==> config.mk <==
export PLATFORM = sky130hd
export DESIGN_NAME = id_ctrl_stage
export DESIGN_NICKNAME = d
export VERILOG_FILES = /design/src/rtl/isa_pkg.sv /design/src/rtl/id_hazard_unit.sv /design/src/rtl/id_ctrl_stage.sv
export SDC_FILE = /design/constraint.sdc
export NUM_CORES = 1
export LEC_CHECK = 0
export CAP_MARGIN = 5
export CORE_MARGIN = 2
export CORE_UTILIZATION = 42
export DETAILED_ROUTE_END_ITERATION = 7
export GPL_ROUTABILITY_DRIVEN = 0
export PLACE_DENSITY_LB_ADDON = 0.3
export SLEW_MARGIN = 10
export SYNTH_ARGS = -nofsm -noshare
export SYNTH_HDL_FRONTEND = slang
export SYNTH_SLANG_ARGS = --single-unit
==> constraint.sdc <==
create_clock -name clk -period 1.8 [get_ports clk]
set_clock_uncertainty 0.2 [all_clocks]
set_input_delay 0.27 -clock clk [delete_from_list [all_inputs] [get_ports clk]]
set_output_delay 0.27 -clock clk [all_outputs]
set_load 0.02 [all_outputs]
==> src/rtl/isa_pkg.sv <==
// ISA control table for the 16-bit core: opcodes, ALU encodings,
// the ID/EX control bundle, decode helpers and the ID stage state enum.
package isa_pkg;

    localparam logic [4:0] OP_HALT  = 5'b00000;
    localparam logic [4:0] OP_NOP   = 5'b00001;
    localparam logic [4:0] OP_SIIC  = 5'b00010;
    localparam logic [4:0] OP_RTI   = 5'b00011;
    localparam logic [4:0] OP_J     = 5'b00100;
    localparam logic [4:0] OP_JR    = 5'b00101;
    localparam logic [4:0] OP_JAL   = 5'b00110;
    localparam logic [4:0] OP_JALR  = 5'b00111;
    localparam logic [4:0] OP_ADDI  = 5'b01000;
    localparam logic [4:0] OP_SUBI  = 5'b01001;
    localparam logic [4:0] OP_XORI  = 5'b01010;
    localparam logic [4:0] OP_ANDNI = 5'b01011;
    localparam logic [4:0] OP_BEQZ  = 5'b01100;
    localparam logic [4:0] OP_BNEZ  = 5'b01101;
    localparam logic [4:0] OP_BLTZ  = 5'b01110;
    localparam logic [4:0] OP_BGEZ  = 5'b01111;
    localparam logic [4:0] OP_ST    = 5'b10000;
    localparam logic [4:0] OP_LD    = 5'b10001;
    localparam logic [4:0] OP_SLBI  = 5'b10010;
    localparam logic [4:0] OP_STU   = 5'b10011;
    localparam logic [4:0] OP_ROLI  = 5'b10100;
    localparam logic [4:0] OP_SLLI  = 5'b10101;
    localparam logic [4:0] OP_RORI  = 5'b10110;
    localparam logic [4:0] OP_SRLI  = 5'b10111;
    localparam logic [4:0] OP_LBI   = 5'b11000;
    localparam logic [4:0] OP_BTR   = 5'b11001;
    localparam logic [4:0] OP_SHF_R = 5'b11010;
    localparam logic [4:0] OP_ALU_R = 5'b11011;
    localparam logic [4:0] OP_SEQ   = 5'b11100;
    localparam logic [4:0] OP_SLT   = 5'b11101;
    localparam logic [4:0] OP_SLE   = 5'b11110;
    localparam logic [4:0] OP_SCO   = 5'b11111;

    localparam logic [3:0] ALU_ROL  = 4'b0000;
    localparam logic [3:0] ALU_SLL  = 4'b0001;
    localparam logic [3:0] ALU_ROR  = 4'b0010;
    localparam logic [3:0] ALU_SRL  = 4'b0011;
    localparam logic [3:0] ALU_ADD  = 4'b0100;
    localparam logic [3:0] ALU_AND  = 4'b0101;
    localparam logic [3:0] ALU_XOR  = 4'b0111;
    localparam logic [3:0] ALU_PASB = 4'b1000;
    localparam logic [3:0] ALU_SLBI = 4'b1001;
    localparam logic [3:0] ALU_BTR  = 4'b1010;
    localparam logic [3:0] ALU_SEQ  = 4'b1011;
    localparam logic [3:0] ALU_SLT  = 4'b1100;
    localparam logic [3:0] ALU_SLE  = 4'b1101;
    localparam logic [3:0] ALU_SCO  = 4'b1110;

    localparam logic [1:0] SRC_RT    = 2'b00;
    localparam logic [1:0] SRC_SIMM5 = 2'b01;
    localparam logic [1:0] SRC_ZIMM5 = 2'b10;
    localparam logic [1:0] SRC_IMM8  = 2'b11;

    localparam logic [1:0] RD_RT = 2'b00;
    localparam logic [1:0] RD_RD = 2'b01;
    localparam logic [1:0] RD_RS = 2'b10;

    typedef enum logic [1:0] {
        RUN    = 2'b00,
        DRAIN  = 2'b01,
        HALTED = 2'b10
    } state_t;

    typedef struct packed {
        logic [3:0] alu_op;
        logic [1:0] alu_src;
        logic       alu_inv_a;
        logic       alu_inv_b;
        logic       alu_cin;
        logic       jump;
        logic       branch;
        logic       mem_read;
        logic       mem_write;
        logic       reg_write;
        logic       pc_to_reg;
        logic       reg_to_pc;
    } ctrl_bundle_t;

    function automatic logic is_legal(input logic [4:0] op);
        return (op != OP_SIIC) && (op != OP_RTI);
    endfunction

    function automatic logic is_rfmt(input logic [4:0] op);
        return (op == OP_ALU_R) || (op == OP_SHF_R) ||
               (op[4:2] == 3'b111);
    endfunction

    function automatic logic uses_rs(input logic [4:0] op);
        return !((op == OP_J) || (op == OP_JAL) || (op == OP_HALT) ||
                 (op == OP_NOP) || (op == OP_LBI));
    endfunction

    function automatic logic uses_rt(input logic [4:0] op);
        return is_rfmt(op) || (op == OP_ST) || (op == OP_STU);
    endfunction

    function automatic logic [1:0] reg_dst_sel(input logic [4:0] op);
        logic [1:0] sel;
        sel = RD_RT;
        if (is_rfmt(op) || (op == OP_BTR))
            sel = RD_RD;
        else if ((op == OP_LBI) || (op == OP_SLBI) || (op == OP_STU))
            sel = RD_RS;
        return sel;
    endfunction

    function automatic ctrl_bundle_t decode(
        input logic [4:0] op,
        input logic [1:0] mode
    );
        ctrl_bundle_t c;
        c = '0;
        case (op)
            OP_ADDI: begin
                c.alu_op = ALU_ADD; c.alu_src = SRC_SIMM5;
                c.reg_write = 1'b1;
            end
            OP_SUBI: begin
                c.alu_op = ALU_ADD; c.alu_src = SRC_SIMM5;
                c.alu_inv_a = 1'b1; c.alu_cin = 1'b1;
                c.reg_write = 1'b1;
            end
            OP_XORI: begin
                c.alu_op = ALU_XOR; c.alu_src = SRC_ZIMM5;
                c.reg_write = 1'b1;
            end
            OP_ANDNI: begin
                c.alu_op = ALU_AND; c.alu_src = SRC_ZIMM5;
                c.alu_inv_b = 1'b1; c.reg_write = 1'b1;
            end
            OP_ROLI, OP_SLLI, OP_RORI, OP_SRLI: begin
                c.alu_op = {2'b00, op[1:0]};
                c.alu_src = SRC_ZIMM5; c.reg_write = 1'b1;
            end
            OP_ST: begin
                c.alu_op = ALU_ADD; c.alu_src = SRC_SIMM5;
                c.mem_write = 1'b1;
            end
            OP_LD: begin
                c.alu_op = ALU_ADD; c.alu_src = SRC_SIMM5;
                c.mem_read = 1'b1; c.reg_write = 1'b1;
            end
            OP_STU: begin
                c.alu_op = ALU_ADD; c.alu_src = SRC_SIMM5;
                c.mem_write = 1'b1; c.reg_write = 1'b1;
            end
            OP_SLBI: begin
                c.alu_op = ALU_SLBI; c.alu_src = SRC_IMM8;
                c.reg_write = 1'b1;
            end
            OP_LBI: begin
                c.alu_op = ALU_PASB; c.alu_src = SRC_IMM8;
                c.reg_write = 1'b1;
            end
            OP_BTR: begin
                c.alu_op = ALU_BTR; c.reg_write = 1'b1;
            end
            OP_ALU_R: begin
                c.reg_write = 1'b1;
                unique case (mode)
                    2'b00: c.alu_op = ALU_ADD;
                    2'b01: begin
                        c.alu_op = ALU_ADD;
                        c.alu_inv_a = 1'b1; c.alu_cin = 1'b1;
                    end
                    2'b10: c.alu_op = ALU_XOR;
                    default: begin
                        c.alu_op = ALU_AND; c.alu_inv_b = 1'b1;
                    end
                endcase
            end
            OP_SHF_R: begin
                c.alu_op = {2'b00, mode}; c.reg_write = 1'b1;
            end
            OP_SEQ: begin c.alu_op = ALU_SEQ; c.reg_write = 1'b1; end
            OP_SLT: begin c.alu_op = ALU_SLT; c.reg_write = 1'b1; end
            OP_SLE: begin c.alu_op = ALU_SLE; c.reg_write = 1'b1; end
            OP_SCO: begin c.alu_op = ALU_SCO; c.reg_write = 1'b1; end
            // branch condition travels in alu_op[1:0]
            OP_BEQZ, OP_BNEZ, OP_BLTZ, OP_BGEZ: begin
                c.branch = 1'b1; c.alu_op = {2'b00, op[1:0]};
            end
            OP_J: c.jump = 1'b1;
            OP_JR: begin
                c.jump = 1'b1; c.reg_to_pc = 1'b1;
                c.alu_op = ALU_ADD; c.alu_src = SRC_IMM8;
            end
            OP_JAL: begin
                c.jump = 1'b1; c.pc_to_reg = 1'b1; c.reg_write = 1'b1;
            end
            OP_JALR: begin
                c.jump = 1'b1; c.reg_to_pc = 1'b1;
                c.pc_to_reg = 1'b1; c.reg_write = 1'b1;
                c.alu_op = ALU_ADD; c.alu_src = SRC_IMM8;
            end
            default: c = '0;
        endcase
        return c;
    endfunction

endpackage

==> src/rtl/id_hazard_unit.sv <==
// Load-use hazard compare between the decoding instruction and
// the load currently in EX.
module id_hazard_unit #(
    parameter int REG_ADDR_W = 3
) (
    input  logic                  instr_valid,
    input  logic                  ex_mem_read,
    input  logic [REG_ADDR_W-1:0] ex_wr_reg,
    input  logic                  use_rs,
    input  logic                  use_rt,
    input  logic [REG_ADDR_W-1:0] rs,
    input  logic [REG_ADDR_W-1:0] rt,
    input  logic                  flush,
    input  logic                  run,
    output logic                  hazard
);

    logic rs_hit;
    logic rt_hit;

    assign rs_hit = use_rs && (rs == ex_wr_reg);
    assign rt_hit = use_rt && (rt == ex_wr_reg);

    assign hazard = instr_valid && ex_mem_read && (rs_hit || rt_hit) &&
                    !flush && run;

endmodule

==> src/rtl/id_ctrl_stage.sv <==
// Pipelined ID stage: decode into the ID/EX register with stall,
// flush, load-use bubbles and a halt/illegal drain FSM.
module id_ctrl_stage
    import isa_pkg::*;
#(
    parameter int REG_ADDR_W   = 3,
    parameter int LINK_REG     = 7,
    parameter int DRAIN_CYCLES = 3
) (
    input  logic                  clk,
    input  logic                  rst_n,
    input  logic [15:0]           instr_i,
    input  logic                  instr_valid_i,
    input  logic                  stall_i,
    input  logic                  flush_i,
    input  logic                  ex_mem_read_i,
    input  logic [REG_ADDR_W-1:0] ex_wr_reg_i,
    output logic                  hazard_stall_o,
    output logic                  valid_o,
    output logic [3:0]            alu_op_o,
    output logic [1:0]            alu_src_o,
    output logic                  alu_inv_a_o,
    output logic                  alu_inv_b_o,
    output logic                  alu_cin_o,
    output logic                  jump_o,
    output logic                  branch_o,
    output logic                  mem_read_o,
    output logic                  mem_write_o,
    output logic                  reg_write_o,
    output logic                  pc_to_reg_o,
    output logic                  reg_to_pc_o,
    output logic [REG_ADDR_W-1:0] rs_o,
    output logic [REG_ADDR_W-1:0] rt_o,
    output logic [REG_ADDR_W-1:0] wr_reg_o,
    output logic                  halted_o,
    output logic                  err_o
);

    logic [4:0]            opcode;
    logic [1:0]            mode;
    ctrl_bundle_t          dec;
    logic [REG_ADDR_W-1:0] rs_d;
    logic [REG_ADDR_W-1:0] rt_d;
    logic [REG_ADDR_W-1:0] wr_d;
    logic                  stop_op;
    logic                  accept;

    state_t                state;
    logic [3:0]            cnt;
    ctrl_bundle_t          ctrl_q;
    logic                  valid_q;
    logic [REG_ADDR_W-1:0] rs_q;
    logic [REG_ADDR_W-1:0] rt_q;
    logic [REG_ADDR_W-1:0] wr_q;
    logic                  halted_q;
    logic                  err_q;

    assign opcode  = instr_i[15:11];
    assign mode    = instr_i[1:0];
    assign dec     = decode(opcode, mode);
    assign rs_d    = REG_ADDR_W'(instr_i[10:8]);
    assign rt_d    = REG_ADDR_W'(instr_i[7:5]);
    assign stop_op = (opcode == OP_HALT) || !is_legal(opcode);

    always_comb begin
        wr_d = '0;
        if (dec.reg_write) begin
            if ((opcode == OP_JAL) || (opcode == OP_JALR))
                wr_d = REG_ADDR_W'(LINK_REG);
            else begin
                unique case (reg_dst_sel(opcode))
                    RD_RD:   wr_d = REG_ADDR_W'(instr_i[4:2]);
                    RD_RS:   wr_d = REG_ADDR_W'(instr_i[10:8]);
                    default: wr_d = REG_ADDR_W'(instr_i[7:5]);
                endcase
            end
        end
    end

    id_hazard_unit #(
        .REG_ADDR_W(REG_ADDR_W)
    ) u_hazard (
        .instr_valid(instr_valid_i),
        .ex_mem_read(ex_mem_read_i),
        .ex_wr_reg  (ex_wr_reg_i),
        .use_rs     (uses_rs(opcode)),
        .use_rt     (uses_rt(opcode)),
        .rs         (rs_d),
        .rt         (rt_d),
        .flush      (flush_i),
        .run        (state == RUN),
        .hazard     (hazard_stall_o)
    );

    assign accept = instr_valid_i && !stall_i && !flush_i &&
                    !hazard_stall_o && (state == RUN);

    // flush, hazard, non-RUN and idle all collapse to a bubble
    always_ff @(posedge clk or negedge rst_n) begin
        if (!rst_n) begin
            valid_q <= 1'b0;
            ctrl_q  <= '0;
            rs_q    <= '0;
            rt_q    <= '0;
            wr_q    <= '0;
        end else if (!stall_i) begin
            if (accept && !stop_op) begin
                valid_q <= 1'b1;
                ctrl_q  <= dec;
                rs_q    <= rs_d;
                rt_q    <= rt_d;
                wr_q    <= wr_d;
            end else begin
                valid_q <= 1'b0;
                ctrl_q  <= '0;
                rs_q    <= '0;
                rt_q    <= '0;
                wr_q    <= '0;
            end
        end
    end

    always_ff @(posedge clk or negedge rst_n) begin
        if (!rst_n) begin
            state    <= RUN;
            cnt      <= '0;
            halted_q <= 1'b0;
            err_q    <= 1'b0;
        end else if (!stall_i) begin
            unique case (state)
                RUN: begin
                    if (accept && stop_op) begin
                        state <= DRAIN;
                        cnt   <= 4'(DRAIN_CYCLES);
                        if (!is_legal(opcode))
                            err_q <= 1'b1;
                    end
                end
                DRAIN: begin
                    if (flush_i) begin
                        state <= RUN;
                        cnt   <= '0;
                    end else if (cnt == 4'd1) begin
                        state    <= HALTED;
                        cnt      <= '0;
                        halted_q <= 1'b1;
                    end else begin
                        cnt <= cnt - 4'd1;
                    end
                end
                HALTED: state <= HALTED;
                default: state <= RUN;
            endcase
        end
    end

    assign valid_o     = valid_q;
    assign alu_op_o    = ctrl_q.alu_op;
    assign alu_src_o   = ctrl_q.alu_src;
    assign alu_inv_a_o = ctrl_q.alu_inv_a;
    assign alu_inv_b_o = ctrl_q.alu_inv_b;
    assign alu_cin_o   = ctrl_q.alu_cin;
    assign jump_o      = ctrl_q.jump;
    assign branch_o    = ctrl_q.branch;
    assign mem_read_o  = ctrl_q.mem_read;
    assign mem_write_o = ctrl_q.mem_write;
    assign reg_write_o = ctrl_q.reg_write;
    assign pc_to_reg_o = ctrl_q.pc_to_reg;
    assign reg_to_pc_o = ctrl_q.reg_to_pc;
    assign rs_o        = rs_q;
    assign rt_o        = rt_q;
    assign wr_reg_o    = wr_q;
    assign halted_o    = halted_q;
    assign err_o       = err_q;

endmodule

* Word-level counts from Yosys, hierarchy flattened *
Cells that the tools add are included.

storage, ports and cells
  register bits = 34
  bits of input ports = 25
  output and inout port bits = 29
  logic and storage cells = 155

operators by class
  add/subtract/negate cells = 1
  equal/unequal tests = 43
  mux-type cells = 34
  bitwise logic cells = 3
  reduce and logical (&&, ||, !) cells = 54

operators by type and width
  kind                                                   count
  == test 5 bit, second input constant                   16
  one-hot mux 4 bit (13 select lines)                    1
  == test 5 x 4 -> 1 bit, second input constant          8
  OR reduction 21 bit                                    1
  == test 5 x 3 -> 1 bit, second input constant          4
  2-to-1 mux 16 bit                                      1
  2-to-1 mux 3 bit                                       5
  logical OR 1 bit                                       14
  2-to-1 mux 2 bit                                       7
  logical AND 1 bit                                      13
  2-to-1 mux 4 bit                                       3
  one-hot mux 2 bit (3 select lines)                     2
  OR reduction 4 bit                                     3
  2-to-1 mux 1 bit                                       10
  inequality test 5 x 2 -> 1 bit, second input constant  2
  one-hot mux 4 bit (2 select lines)                     1
  AND reduction 4 bit                                    2
  OR reduction 2 bit                                     4
  OR reduction 8 bit                                     1
  OR reduction 7 bit                                     1
  == test 2 x 1 -> 1 bit, second input constant          3
  == test 2 bit, second input constant                   3
  == test 3 bit                                          2
  logical NOT 1 bit                                      6
  other kinds (17)                                       22

* Longest topological paths before layout *
  depth in word-level cells = 17
  gate-level depth with buffers = 8
  gate-level depth less buffers = 7

* By module *
From an unflattened synthesis, not the netlist that was laid out.

unflattened totals
  cell total of the unflattened synthesis = 218
  area, all modules = 2009.4 µm²

modules (own cells, without submodules)
  module          instances  cells an instance  area each (µm²)  sequential area each (µm²)
  id_ctrl_stage   1          208                1930.6           825.8
  id_hazard_unit  1          10                 78.8             0.0

* Least setup slack after synthesis *
No wires, ideal clock.

  path type = input to register
  start = input port instr_i[11]
  end = register ctrl_q, in the netlist alu_src_o[1]
  library setup time = 0.121 ns
  arrival time = 1.634 ns
  required time = 1.479 ns
  path slack = -0.155 ns
  stages on the path = 7
  buffers on the path = 2
  cell sequence = buf_2 -> mux2i_1 -> a221o_2 -> a21oi_4 -> nor3_2 -> buf_6 -> a22o_1

between the ends
  longest elaborated chain between the ends = 16
  elaborated cells between the ends (all ways) = 51
  those cells by class = 22 x eq/ne; 2 x mux; 27 x reduce/logical

RTL lines
  element                             RTL line              source
  from (decl)                         id_ctrl_stage.sv:12   input logic [15:0] instr_i,
  == test 5 x 3 -> 1 bit              isa_pkg.sv:93         return !((op == OP_J) || (op == OP_JAL) || (op == OP_HALT) ||
  logical OR 1 bit (3 in a row)       isa_pkg.sv:93
  logical OR 1 bit                    isa_pkg.sv:94         (op == OP_NOP) || (op == OP_LBI));
  logical NOT 1 bit                   isa_pkg.sv:93
  logical AND 1 bit                   id_hazard_unit.sv:21  assign rs_hit = use_rs && (rs == ex_wr_reg);
  logical OR 1 bit (*)                id_hazard_unit.sv:24  assign hazard = instr_valid && ex_mem_read && (rs_hit || rt_hit) &&
  logical AND 1 bit (*) (2 in a row)  id_hazard_unit.sv:24
  logical AND 1 bit (*)               id_hazard_unit.sv:25  !flush && run;
  named net hazard_stall_o            id_ctrl_stage.sv:18   output logic hazard_stall_o,
  logical NOT 1 bit (*)               id_ctrl_stage.sv:96   !hazard_stall_o && (state == RUN);
  logical AND 1 bit (*)               id_ctrl_stage.sv:95   assign accept = instr_valid_i && !stall_i && !flush_i &&
  logical AND 1 bit (*)               id_ctrl_stage.sv:96
  logical AND 1 bit (*)               id_ctrl_stage.sv:107  if (accept && !stop_op) begin
  2-to-1 mux 16 bit (*)               id_ctrl_stage.sv:107
  to (signal assigned)                id_ctrl_stage.sv:102  ctrl_q <= '0;
  to (signal assigned)                id_ctrl_stage.sv:109  ctrl_q <= dec;
  to (signal assigned)                id_ctrl_stage.sv:115  ctrl_q <= '0;
  to (decl)                           id_ctrl_stage.sv:50   ctrl_bundle_t ctrl_q;

Mark *: on every way through the listed nets, which the timed path passes. The rest lies on a longest branch.
A chain may end at the register's enable or synchronous reset.

* Worst setup path in the final report *
  start = register state[1]
  end = output port hazard_stall_o

between the ends
  longest elaborated chain between the ends = 2

RTL lines
  element                 RTL line              source
  from (decl)             id_ctrl_stage.sv:48   state_t state;
  from (signal assigned)  id_ctrl_stage.sv:125  state <= RUN;
  from (signal assigned)  id_ctrl_stage.sv:133  state <= DRAIN;
  from (signal assigned)  id_ctrl_stage.sv:141  state <= RUN;
  logical NOT 2 bit       id_ctrl_stage.sv:91   .run (state == RUN),
  logical AND 1 bit       id_hazard_unit.sv:25
  to (decl)               id_ctrl_stage.sv:18

No other way between the ends.

==> results.md <==
- # DRC: 0
- Bufs on Longest Clock Path: 2
- Die area: approximately 5300 um^2
- Die H: about 73 um
- Fmax: approximately 0.5 GHz
- Routed wire length: 6048 um
- Vias in the first global route: 2,035
- Cell taking the most area after synthesis: dfrtp_1
- Wire per inst: roughly 16 um
- Number of port buffers: 53
- Initial antenna violation count: 0
- EDFF count, synth: 0
- Commonest non-fill, non-tap cell in the layout: buf_4
- Asr flop ratio synth: 100.0%
- Dpl hpwl: between 4000 and 5000 um
- Met2 Track Usage GR: 40.20%
- Total power: between 0.002 and 0.0025 W
- Area Growth Syn to Fin: 67.08%
- Filler Cells Inserted: 339
- Met1 Resource Use GR: 29.43%
- Critical-path cell list: nor4b_4, buf_4, nand2_4, a21oi_4, buf_6
- Maximum VDD drop: about 0.50 mV
- Most crowded layer after global routing: met2
- Mapped Area: around 2000 um^2
- Syn Nets: approximately 240
- CTS Buf Count: 5
- GRT Resource Usage Total: about a quarter
- Max incr delay on CP: about 0.41 ns
- Avg Synthesized Cell Area: 9.197 um^2
- FP Rows: 25
- Core area: 4661 um^2
- Register area: ~830 um^2
- Worst-Skew Late Latency: about 0.29 ns
- Most common flop cell mapped by yosys: dfrtp_1
- Reg-to-Reg End: cnt[3]
- Chip Width: 72.93 um
- Fin crit share: 110.0%
- CP arrival: between 1.5 and 2 ns
- Hold_buf cts: 0
- Reg2reg path depth: 6
- Highest net fanout along the worst path: 2
- M3 GR Usage: ~4.0%
- Setup ws final: -0.1797 ns
- Hold Crit Class: in -> async
- TNS Setup: -2.295 ns
- Netlist cell types: 48
- Max-slew violations: 0
- Worst slew pin tran: roughly 0.43 ns
- I/O Pins: 54
- CTS tree: done
- Max-cap viol count: 0
- First-pass GRT wire length: about 9600 um
- Via/cell ratio: 5.662
- Remaining global-route overflow: 0
- Sequential area share after synthesis: between 40% and 50%
- Synth Instances: 217
- Synth Register Bits: 33
- Clock Sinks: 33
- Startpoint Class: register
- Critical path type: reg -> out
- Dominant cells by area after synthesis: dfrtp_1 41%, nand2_1 5.1%, a22o_1 4.8%
- CTS clk-pin slew, worst paths: ~0.07 ns
- Setup crit end kind: output port
- Multi-input gate area: 1274 um^2
- Detailed-router iteration count before antenna repair: 4
- Period minus WS final: 1.980 ns
- Setup Viol. Count Final: 28
- Reg2reg start: state[1]
- Area share of the largest cell type after synthesis: about two fifths
- CP Data Required Time: ~1.3 ns
- Post-route ant nets: 0
- Status: complete, but fails checks
- Yosys warns: 0
- Final net count: ~350
- Vias: 2,146
- Slowest CP cell: dfrtp_1
- Slew margin rel.: a little under three quarters
- Fin. Hold Viols: 0
- Initial Util: between 40% and 50%
- Leak: roughly 1.5 nW
- Largest net degree at the start of global routing: 34
- Share of cells above drive strength 1: 35.69%
- Root buffer cell: clkbuf_8
- Failing checks: negative setup slack
- Antenna cells: 0
- Most frequent cells in the layout: 51 x buf_4, 36 x clkdlybuf4s50_1, 33 x dfrtp_1, 24 x nand2_1, 15 x buf_6
- Pwr dens: ~640 nW/um^2
- Worst R2R Setup Slack: -0.15 ns
- CTS H-Tree Depth: 2
- 1st-iter DRT viols: between 100 and 150
- RSZ-0062 raised after global routing: true
## critical path: cells and delay by family (launching register included)
family	cells	cell delay, ns
DFF	1	0.41
and+or+nand+nor	2	0.32
buffers and inverters	2	0.31
AOI/OAI and AO/OA	1	0.16
## cells in the mapped netlist (4+ instances only)
cell / number
buf_2: 5
o22ai_1: 4
nor2_1: 14
nor2b_1: 9
and3_1: 5
nor3_1: 6
o21ai_0: 10
nand3_1: 8
inv_1: 4
xnor2_1: 7
dfrtp_1: 33
a22o_1: 11
nand2_1: 27
clkbuf_1: 7
o31ai_1: 7
a32o_1: 4
a21oi_1: 9
## what timing repair did
action / in CTS / in global routing
cloned: 1 / 0
gates resized for setup: 72 / 20
pin swaps: 31 / 10
setup buffers: 9 / 0
endpoints found under the setup margin: 32 / 33
## registers in the layout (all words and copies together), names as in the netlist
name         cells
alu_op_o         4
cnt              4
rs_o             3
rt_o             3
wr_reg_o         3
alu_src_o        2
state            2
alu_inv_a_o      1
alu_inv_b_o      1
branch_o         1
err_o            1
halted_o         1
jump_o           1
mem_read_o       1
mem_write_o      1
pc_to_reg_o      1
reg_to_pc_o      1
reg_write_o      1
valid_o          1
## per-layer routing
layer / vias to the layer above / wire, um
met4: 0 / 206
met1: 1024 / 2500
met3: 24 / 346
met2: 86 / 2994
li1: 1012 / -
met5: - / 0
## per-stage QoR
step                instances  area (um^2)  hold WS [ns]  worst slack (ns)  utilization (%)
finish                    379         3334        0.1654           -0.1797            71.54
global route              379         3334        0.2213           -0.2476            71.54
CTS                       379         3253        0.1930           -0.1734            69.80
detailed placement        361         2944        0.2529           -0.8534            63.17
global placement          361         2944        0.2491           -0.8685            63.17
floorplan                 217         2068       -0.2256           -0.1199                -
## power by group
group	switching [W]	internal, W	leakage (nW)	total (W)
Clock	0.000292	0.000451	0.0585	0.000743
Combinational	0.000291	0.000294	1.03	0.000585
Sequential	0.0000278	0.000787	0.443	0.000814
Total	0.000610	0.00153	1.53	0.00214
## final cells by class
type | count | area share [%]
sequential | 33 | 24.77
multi-input combinational | 164 | 38.20
timing repair buffer | 116 | 31.07
inverter | 4 | 0.4503
tap | 54 | 2.026
clock buffer | 7 | 2.589
clock inverter | 1 | 0.9006
## worst max path at each step
stage | slack (ns) | depth (start not counted) | to | startpoint
detailed placement | -0.85 | 6 | hazard_stall_o | instr_i[13]
global route | -0.25 | 6 | cnt[3] | state[1]
finish | -0.18 | 5 | hazard_stall_o | state[1]
global placement | -0.87 | 5 | hazard_stall_o | instr_i[11]
floorplan | -0.12 | 7 | cnt[1] | instr_i[15]
CTS | -0.17 | 5 | hazard_stall_o | state[0]
## kinds of logic after synthesis
kind of cell               share of synthesized area [%]
AOI/OAI and AO/OA                                  24.14
xor gates and xnor gates                           3.511
adders and majority gates                          1.254
buffers and inverters                              5.580
DFF                                                41.38
muxes                                              2.633
and+or+nand+nor                                    21.51
Power figures use the tool's default switching activity.
